==> src/rtl/wb_arbiter_pkg.sv <==
// Writeback arbiter shared types: the execute-stage result package, the source
// enumeration and default sizing. Imported by every writeback file.
package wb_arbiter_pkg;

    localparam int WB_NUM_SRC    = 4;
    localparam int WB_FIFO_DEPTH = 2;

    // Source index into the per-source result vectors.
    typedef enum logic [1:0] {
        WB_SRC_ALU,
        WB_SRC_MUL,
        WB_SRC_DIV,
        WB_SRC_LSU
    } wb_src_e;

    // Result package travelling from the execute units to the register file.
    typedef struct packed {
        logic [31:0] rd_data;
        logic [4:0]  rd_addr;
        logic        wren;
        logic        valid;
        logic        rd_is_int;
    } pipe_t;

    // A package only carries a writeback when it is both valid and writing.
    function automatic logic is_accepted(input pipe_t p);
        return p.valid & p.wren;
    endfunction

endpackage

==> src/rtl/wb_arbiter_if.sv <==
// Writeback arbiter bus: per-source result packages in, flags, the registered
// writeback package and the performance counters out.
// master = execute side / environment, slave = the arbiter.
interface wb_arbiter_if
    import wb_arbiter_pkg::*;
#(
    parameter int NUM_SRC = WB_NUM_SRC
);

    pipe_t [NUM_SRC-1:0] i_src_pkg;
    logic  [NUM_SRC-1:0] o_src_full;
    logic                o_stall;
    pipe_t               o_wb_pkg;
    logic                o_overflow;
    logic  [31:0]        o_conflict_cnt;
    logic  [31:0]        o_retire_cnt;

    modport master (
        output i_src_pkg,
        input  o_src_full,
        input  o_stall,
        input  o_wb_pkg,
        input  o_overflow,
        input  o_conflict_cnt,
        input  o_retire_cnt
    );

    modport slave (
        input  i_src_pkg,
        output o_src_full,
        output o_stall,
        output o_wb_pkg,
        output o_overflow,
        output o_conflict_cnt,
        output o_retire_cnt
    );

endinterface

==> src/rtl/wb_src_fifo.sv <==
// Per-source result FIFO. Storage is read combinationally at the head so the
// arbiter can grant it in the same cycle; the arbiter itself bypasses the
// incoming package around an empty FIFO. Pointers carry one extra wrap bit so
// that the occupancy is simply their difference (DEPTH must be a power of 2).
module wb_src_fifo #(
    parameter int WIDTH = 8,
    parameter int DEPTH = 2
) (
    input  logic                   i_clk,
    input  logic                   i_rst,
    input  logic                   i_push,
    input  logic                   i_pop,
    input  logic [WIDTH-1:0]       i_d,
    output logic [WIDTH-1:0]       o_q,
    output logic                   o_empty,
    output logic                   o_full,
    output logic [$clog2(DEPTH):0] o_count
);

    localparam int AW = $clog2(DEPTH);

    logic [WIDTH-1:0] mem [DEPTH];
    logic [AW:0]      wr_ptr;
    logic [AW:0]      rd_ptr;

    // Advance read/write pointers; reset empties the FIFO.
    always_ff @(posedge i_clk or posedge i_rst) begin
        if (i_rst) begin
            wr_ptr <= '0;
            rd_ptr <= '0;
        end else begin
            if (i_push) wr_ptr <= wr_ptr + 1'b1;
            if (i_pop)  rd_ptr <= rd_ptr + 1'b1;
        end
    end

    // Write storage; a push into a full FIFO is only issued together with a
    // pop, so it overwrites the slot whose head is leaving this cycle.
    always_ff @(posedge i_clk) begin
        if (i_push) mem[wr_ptr[AW-1:0]] <= i_d;
    end

    assign o_q     = mem[rd_ptr[AW-1:0]];
    assign o_count = wr_ptr - rd_ptr;
    assign o_empty = (o_count == '0);
    assign o_full  = (o_count == (AW+1)'(DEPTH));

endmodule

==> src/rtl/wb_arbiter.sv <==
// Writeback arbiter: buffers results from NUM_SRC execute units in per-source
// fall-through FIFOs and grants one per cycle, round-robin, to the single
// register-file write port through a registered output package.
// Optional feature macro: WB_PERF_EN enables the conflict and retire counters;
// without it both counter ports read 32'h0 and no counter logic is built.
module wb_arbiter
    import wb_arbiter_pkg::*;
#(
    parameter int NUM_SRC    = WB_NUM_SRC,
    parameter int FIFO_DEPTH = WB_FIFO_DEPTH
) (
    input  logic        i_clk,
    input  logic        i_rst,
    wb_arbiter_if.slave bus
);

    localparam int SRC_W = (NUM_SRC > 1) ? $clog2(NUM_SRC) : 1;
    localparam int CNT_W = $clog2(FIFO_DEPTH) + 1;
    localparam int PKG_W = $bits(pipe_t);

    logic [NUM_SRC-1:0] acc;
    logic [NUM_SRC-1:0] cand;
    logic [NUM_SRC-1:0] grant;
    logic [NUM_SRC-1:0] push;
    logic [NUM_SRC-1:0] pop;
    logic [NUM_SRC-1:0] fifo_empty;
    logic [NUM_SRC-1:0] fifo_full;
    logic [NUM_SRC-1:0] src_full;
    logic [CNT_W-1:0]   fifo_count [NUM_SRC];
    pipe_t              head_pkg   [NUM_SRC];
    pipe_t              cand_pkg   [NUM_SRC];

    logic [SRC_W-1:0]   rr_ptr;
    logic [SRC_W-1:0]   rr_nxt;
    logic [SRC_W-1:0]   gnt_idx;
    logic               gnt_any;
    logic               ovf_set;
    logic               overflow;
    pipe_t              wb_pkg_p1;

    for (genvar i = 0; i < NUM_SRC; i++) begin : g_src
        logic [PKG_W-1:0] head_q;

        assign acc[i]      = is_accepted(bus.i_src_pkg[i]);
        assign head_pkg[i] = pipe_t'(head_q);
        // An empty FIFO lets the incoming package compete directly.
        assign cand[i]     = ~fifo_empty[i] | acc[i];
        assign cand_pkg[i] = fifo_empty[i] ? bus.i_src_pkg[i] : head_pkg[i];
        assign pop[i]      = grant[i] & ~fifo_empty[i];
        // Enqueue unless it left via fall-through, or would overflow a FIFO
        // whose head is not leaving this cycle.
        assign push[i]     = acc[i] & ~(fifo_empty[i] & grant[i])
                           & (~fifo_full[i] | grant[i]);
        assign src_full[i] = (fifo_count[i] == CNT_W'(FIFO_DEPTH));

        wb_src_fifo #(
            .WIDTH (PKG_W),
            .DEPTH (FIFO_DEPTH)
        ) u_fifo (
            .i_clk   (i_clk),
            .i_rst   (i_rst),
            .i_push  (push[i]),
            .i_pop   (pop[i]),
            .i_d     (bus.i_src_pkg[i]),
            .o_q     (head_q),
            .o_empty (fifo_empty[i]),
            .o_full  (fifo_full[i]),
            .o_count (fifo_count[i])
        );
    end

    // Round-robin pick: first candidate at or after the rr pointer.
    always_comb begin
        logic [SRC_W-1:0] sel;
        sel     = '0;
        gnt_any = 1'b0;
        gnt_idx = '0;
        grant   = '0;
        for (int k = 0; k < NUM_SRC; k++) begin
            sel = SRC_W'((int'(rr_ptr) + k) % NUM_SRC);
            if (!gnt_any && cand[sel]) begin
                gnt_any = 1'b1;
                gnt_idx = sel;
            end
        end
        grant[gnt_idx] = gnt_any;
    end

    assign rr_nxt  = (gnt_idx == SRC_W'(NUM_SRC - 1)) ? '0 : gnt_idx + 1'b1;
    assign ovf_set = |(acc & fifo_full & ~grant);

    // Round-robin pointer moves past the granted source, holds otherwise.
    always_ff @(posedge i_clk or posedge i_rst) begin
        if (i_rst)        rr_ptr <= '0;
        else if (gnt_any) rr_ptr <= rr_nxt;
    end

    // Sticky overflow: an accepted package was dropped at a full FIFO.
    always_ff @(posedge i_clk or posedge i_rst) begin
        if (i_rst)        overflow <= 1'b0;
        else if (ovf_set) overflow <= 1'b1;
    end

    // Writeback register: load the winner, else drop valid and hold the rest.
    always_ff @(posedge i_clk or posedge i_rst) begin
        if (i_rst) begin
            wb_pkg_p1 <= '0;
        end else if (gnt_any) begin
            wb_pkg_p1       <= cand_pkg[gnt_idx];
            wb_pkg_p1.valid <= 1'b1;
        end else begin
            wb_pkg_p1.valid <= 1'b0;
        end
    end

    assign bus.o_wb_pkg   = wb_pkg_p1;
    assign bus.o_src_full = src_full;
    assign bus.o_stall    = |src_full;
    assign bus.o_overflow = overflow;

`ifdef WB_PERF_EN
    logic [31:0] conflict_cnt;
    logic [31:0] retire_cnt;

    // Performance counters: contended cycles and granted packages.
    always_ff @(posedge i_clk or posedge i_rst) begin
        if (i_rst) begin
            conflict_cnt <= '0;
            retire_cnt   <= '0;
        end else begin
            if ($countones(cand) >= 2) conflict_cnt <= conflict_cnt + 32'd1;
            if (gnt_any)               retire_cnt   <= retire_cnt + 32'd1;
        end
    end

    assign bus.o_conflict_cnt = conflict_cnt;
    assign bus.o_retire_cnt   = retire_cnt;
`else
    assign bus.o_conflict_cnt = 32'h0;
    assign bus.o_retire_cnt   = 32'h0;
`endif

endmodule

==> src/flat_wrapper.sv <==
// flat-port wrapper written by rule: the top's interface ports become plain ports
module wb_arbiter_flat import wb_arbiter_pkg::*;
#(
    parameter int NUM_SRC    = WB_NUM_SRC,
    parameter int FIFO_DEPTH = WB_FIFO_DEPTH
)
  (i_clk, i_rst, bus_i_src_pkg, bus_o_src_full, bus_o_stall, bus_o_wb_pkg, bus_o_overflow, bus_o_conflict_cnt, bus_o_retire_cnt);
  wb_arbiter_if #(.NUM_SRC(NUM_SRC)) bus_i ();
  input  logic i_clk;
  input  logic i_rst;
  input wire logic [$bits(bus_i.i_src_pkg)-1:0] bus_i_src_pkg;
  output wire logic [$bits(bus_i.o_src_full)-1:0] bus_o_src_full;
  output wire logic [$bits(bus_i.o_stall)-1:0] bus_o_stall;
  output wire logic [$bits(bus_i.o_wb_pkg)-1:0] bus_o_wb_pkg;
  output wire logic [$bits(bus_i.o_overflow)-1:0] bus_o_overflow;
  output wire logic [$bits(bus_i.o_conflict_cnt)-1:0] bus_o_conflict_cnt;
  output wire logic [$bits(bus_i.o_retire_cnt)-1:0] bus_o_retire_cnt;
  assign bus_i.i_src_pkg = bus_i_src_pkg;
  assign bus_o_src_full = bus_i.o_src_full;
  assign bus_o_stall = bus_i.o_stall;
  assign bus_o_wb_pkg = bus_i.o_wb_pkg;
  assign bus_o_overflow = bus_i.o_overflow;
  assign bus_o_conflict_cnt = bus_i.o_conflict_cnt;
  assign bus_o_retire_cnt = bus_i.o_retire_cnt;
  wb_arbiter #(.NUM_SRC(NUM_SRC), .FIFO_DEPTH(FIFO_DEPTH)) u_core (.i_clk(i_clk), .i_rst(i_rst), .bus(bus_i));
endmodule
==> config.mk <==
export PLATFORM = sky130hd
export DESIGN_NAME = wb_arbiter_flat
export DESIGN_NICKNAME = d
export VERILOG_FILES = /design/src/rtl/wb_arbiter_pkg.sv /design/src/rtl/wb_arbiter_if.sv /design/src/rtl/wb_src_fifo.sv /design/src/rtl/wb_arbiter.sv /design/src/flat_wrapper.sv
export SDC_FILE = /design/constraint.sdc
export NUM_CORES = 1
export LEC_CHECK = 0
export ABC_AREA = 1
export CORE_UTILIZATION = 40
export DETAILED_ROUTE_END_ITERATION = 10
export GPL_ROUTABILITY_DRIVEN = 0
export PLACE_DENSITY_LB_ADDON = 0.2
export SLEW_MARGIN = 20
export SYNTH_ARGS = -nofsm -noshare
export SYNTH_HDL_FRONTEND = slang
export SYNTH_SLANG_ARGS = --single-unit
==> constraint.sdc <==
create_clock -name i_clk -period 4.7 [get_ports i_clk]
set_input_delay 0.705 -clock i_clk [delete_from_list [all_inputs] [get_ports i_clk]]
set_output_delay 0.705 -clock i_clk [all_outputs]
set_load 0.005 [all_outputs]
==> metrics.md <==
| Metric | Value |
|---|---|
| Max incr delay on CP | 480 ps |
| Via density | 5.05 |
| Die Area | 43600 sq um |
| Peak VDD IR | 0.000535 V |
| Worst hold path class | reg -> reg |
| Post-synth cell types | 34 |
| Yosys top cell area share | approximately 55% |
| First DRT Iteration DRCs | 935 |
| CTS sink count | 371 |
| Gr ovfl total | 0 |
| Worst reg2reg path startpoint | u_core.g_src[0].u_fifo.rd_ptr[0]$_DFFE_PP0P_ |
| Worst Path Buf+Inv | 4 |
| Clock insertion delay at the later pin of the skew report | 540 ps |
| Critical Path AT | a little under 4000 ps |
| Worst path most repeated cell | nand2_1 |
| Outcome | complete, no violations |
| Synth top area cells | edfxtp_1 (55%), nand2_1 (10%), dfrtp_1 (8.6%) |
| Global-route wire length before repair | 69600 microns |
| Hpwl dp | about 30000 microns |
| Number of cells on the critical path | 16 |
| Hold Slack | 480 ps |
| CP required | 4870 ps |
| Final net count | ~2100 |
| Synth warn | 0 |
| TritonCTS clock tree | yes |
| Crit path launch | u_core.g_src[0].u_fifo.rd_ptr[0]$_DFFE_PP0P_ |
| Sequential fraction of the synthesis area | about 63% |
| Avg Inst Size Synth | 9.76 sq um |
| Startpoint types | register |
| Top Ports | 272 |
| Static leakage | just over 8 nW |
| Antenna diodes | 0 |
| Largest buffer count on any clock path | 3 |
| Starting density of the core | 40.7% |
| I/O Buffers | 207 |
| Top FF cell, synth | edfxtp_1 |
| Crit path capture | u_core.g_src[2].u_fifo.mem[1][19]$_DFFE_PP_ |
| CP cell instances | buf_4 -> inv_2 -> nand2_1 -> nand2_1 -> nand3_1 -> nand2_1 -> nand2_1 -> nor2_2 -> nand4_1 -> nand3_4 -> buf_4 -> nand2_1 -> nand2_1 -> nand3_2 -> nor2_4 -> buf_4 |
| Post-route ant nets | 0 |
| Gate Count Post-Synth | 1755 |
| WS Path Type | reg -> reg |
| Final Skew | 15.9 ps |
| Final hold vios | 0 |
| Synth Register Bits | 371 |
| Post-synth ARST share | 15.9% |
| CTS Hold Bufs | 0 |
| Max-cap violations | 0 |
| Most frequent cells in the layout | nand2_1 (462), edfxtp_1 (312), nor2_1 (280) |
| Commonest non-fill, non-tap cell in the layout | nand2_1 |
| Unrepaired setup endpoints after global routing | no |
| Cell taking the most area after synthesis | edfxtp_1 |
| Worst-margin pin slew | approximately 800 ps |
| FMAX | 272 MHz |
| Final period util | 78.2% |
| DIE HEIGHT | 209 microns |
| GRT Total Usage | 20.7% |
| Total CTS buffers | 42 |
| Setup slack, reg-to-reg | 1030 ps |
| Initial antenna violation count | 0 |
| Final setup violating endpoints | 0 |
| Post-CTS sizing | 0 |
| Slew Viols, Final | 0 |
| Largest net degree at the start of global routing | 81 |
| Reg2Reg Depth | 16 |
| FILL cells | 3852 |
| P&R area growth vs syn | 21.5% |
| R2R Path End | u_core.g_src[2].u_fifo.mem[1][19]$_DFFE_PP_ |
| DR DRC count | 0 |
| Sum Neg Setup Slack | 0 ps |
| WL final | 45500 microns |
| P per Cell Area | 791 nW/um^2 |
| Top Family by Delay on Critical Path | simple AND/OR/NAND/NOR gates |
| Crit-path max FO | 40 |
| CP max-delay cell | buf_4 |
| Mapped cell area | 17100 sq um |
| WL/cell | 18.2 microns |
| Core area | approximately 42000 sq um |
| Worst-path clk slew | 60 ps |
| Setup Buffers After CTS | 0 |
| Htree depth | 2 |
| Vias in the first global route | 12200 |
| Clock Root Buffer | clkbuf_16 |
| CP endpoint kind | register |
| Final Critical Period | 3670 ps |
| FP Rows | 75 |
| Worst slew margin | 47.3% |
| DR vias | approximately 13000 |
| Post-synth EDFFs | 312 |
| Layout cell share with drive strength beyond 1 | ~6.2% |
| Die X | 209 microns |
| 1st-pass router iterations | 5 |
cells by family after synthesis:
logic type,share of synthesized area [%]
AO/OA/AOI/OAI,9.79
XOR/XNOR,0.753
adder cells (fa/ha/maj),0.0731
buffers and inverters,6.62
flip-flops,63.3
other,0.0219
AND/OR/NAND/NOR,19.4
final cells by class:
cell class                      count  area (sq um)  share of cell area, %
Clock buffer                       62          1280                   6.17
Sequential cell                   371         10800                   52.1
Timing Repair Buffer              238          2300                   11.1
Inverter                           41           155                  0.746
Multi-Input combinational cell   1237          5430                   26.1
Tap cell                          539           674                   3.24
Clock inverter                     13           109                  0.523
cells in the mapped netlist, types with 2 or more instances:
master / number
a21oi_1: 4
a31oi_1: 40
buf_1: 4
buf_2: 19
buf_4: 70
buf_6: 6
clkbuf_1: 68
dfrtp_1: 59
edfxtp_1: 312
inv_1: 34
inv_2: 6
nand2_1: 464
nand2_2: 3
nand3_1: 63
nand3_2: 3
nand4_1: 10
nor2_1: 284
nor2_2: 3
o21ai_0: 256
o21ai_1: 23
xnor2_2: 2
xor2_1: 10
worst min-delay path, stage by stage, from the launching register on:
cell and delay (ps):
dfrtp_1 340, nand2_1 50, nand2_1 50
registers in the layout, indices dropped and copies added (netlist names):
register and flops:
u_core.g_src.u_fifo.mem 312, u_core.bus.o_wb_pkg 40, u_core.g_src.u_fifo.rd_ptr 8, u_core.g_src.u_fifo.wr_ptr 8, u_core.rr_ptr 2, u_core.bus.o_overflow 1
power breakdown:
group          internal (W)  switching [W]  leakage, nW
Clock               0.00199        0.00128        0.686
Sequential          0.00454       0.000347         3.54
Combinational       0.00263        0.00566         3.82
layer usage:
metal / up-vias / GRT usage (%) / wire length, microns
li1: 6171 / - / -
met1: 5990 / 27.3 / 19300
met2: 404 / 35.0 / 22600
met3: 67 / 3.37 / 2570
met4: 0 / 6.31 / 1070
met5: - / 0 / 0
worst min-delay path by stage:
stage	depth (start not counted)	endpoint	start	slack (ps)
floorplan	1	u_core.g_src[1].u_fifo.rd_ptr[1]$_DFFE_PP0P_	u_core.g_src[1].u_fifo.rd_ptr[1]$_DFFE_PP0P_	460
global placement	2	u_core.bus.o_wb_pkg[8]$_DFFE_PP0P_	u_core.bus.o_wb_pkg[8]$_DFFE_PP0P_	470
detailed placement	2	u_core.bus.o_wb_pkg[8]$_DFFE_PP0P_	u_core.bus.o_wb_pkg[8]$_DFFE_PP0P_	470
CTS	2	u_core.bus.o_wb_pkg[8]$_DFFE_PP0P_	u_core.bus.o_wb_pkg[8]$_DFFE_PP0P_	480
global route	2	u_core.bus.o_wb_pkg[8]$_DFFE_PP0P_	u_core.bus.o_wb_pkg[8]$_DFFE_PP0P_	500
finish	2	u_core.bus.o_wb_pkg[10]$_DFFE_PP0P_	u_core.bus.o_wb_pkg[10]$_DFFE_PP0P_	480
per-stage QoR:
step	setup slack [ps]	total power [W]	util [%]	cells	area [sq um]
CTS	1050	0.0167	49.5	2501	20800
global route	740	0.0179	49.5	2501	20800
floorplan	456	0.0107	-	1818	17400
finish	1030	0.0164	49.5	2501	20800
global placement	750	0.0132	46.2	2426	19400
detailed placement	603	0.0133	46.2	2426	19400
(Power assumes the default switching activity.)
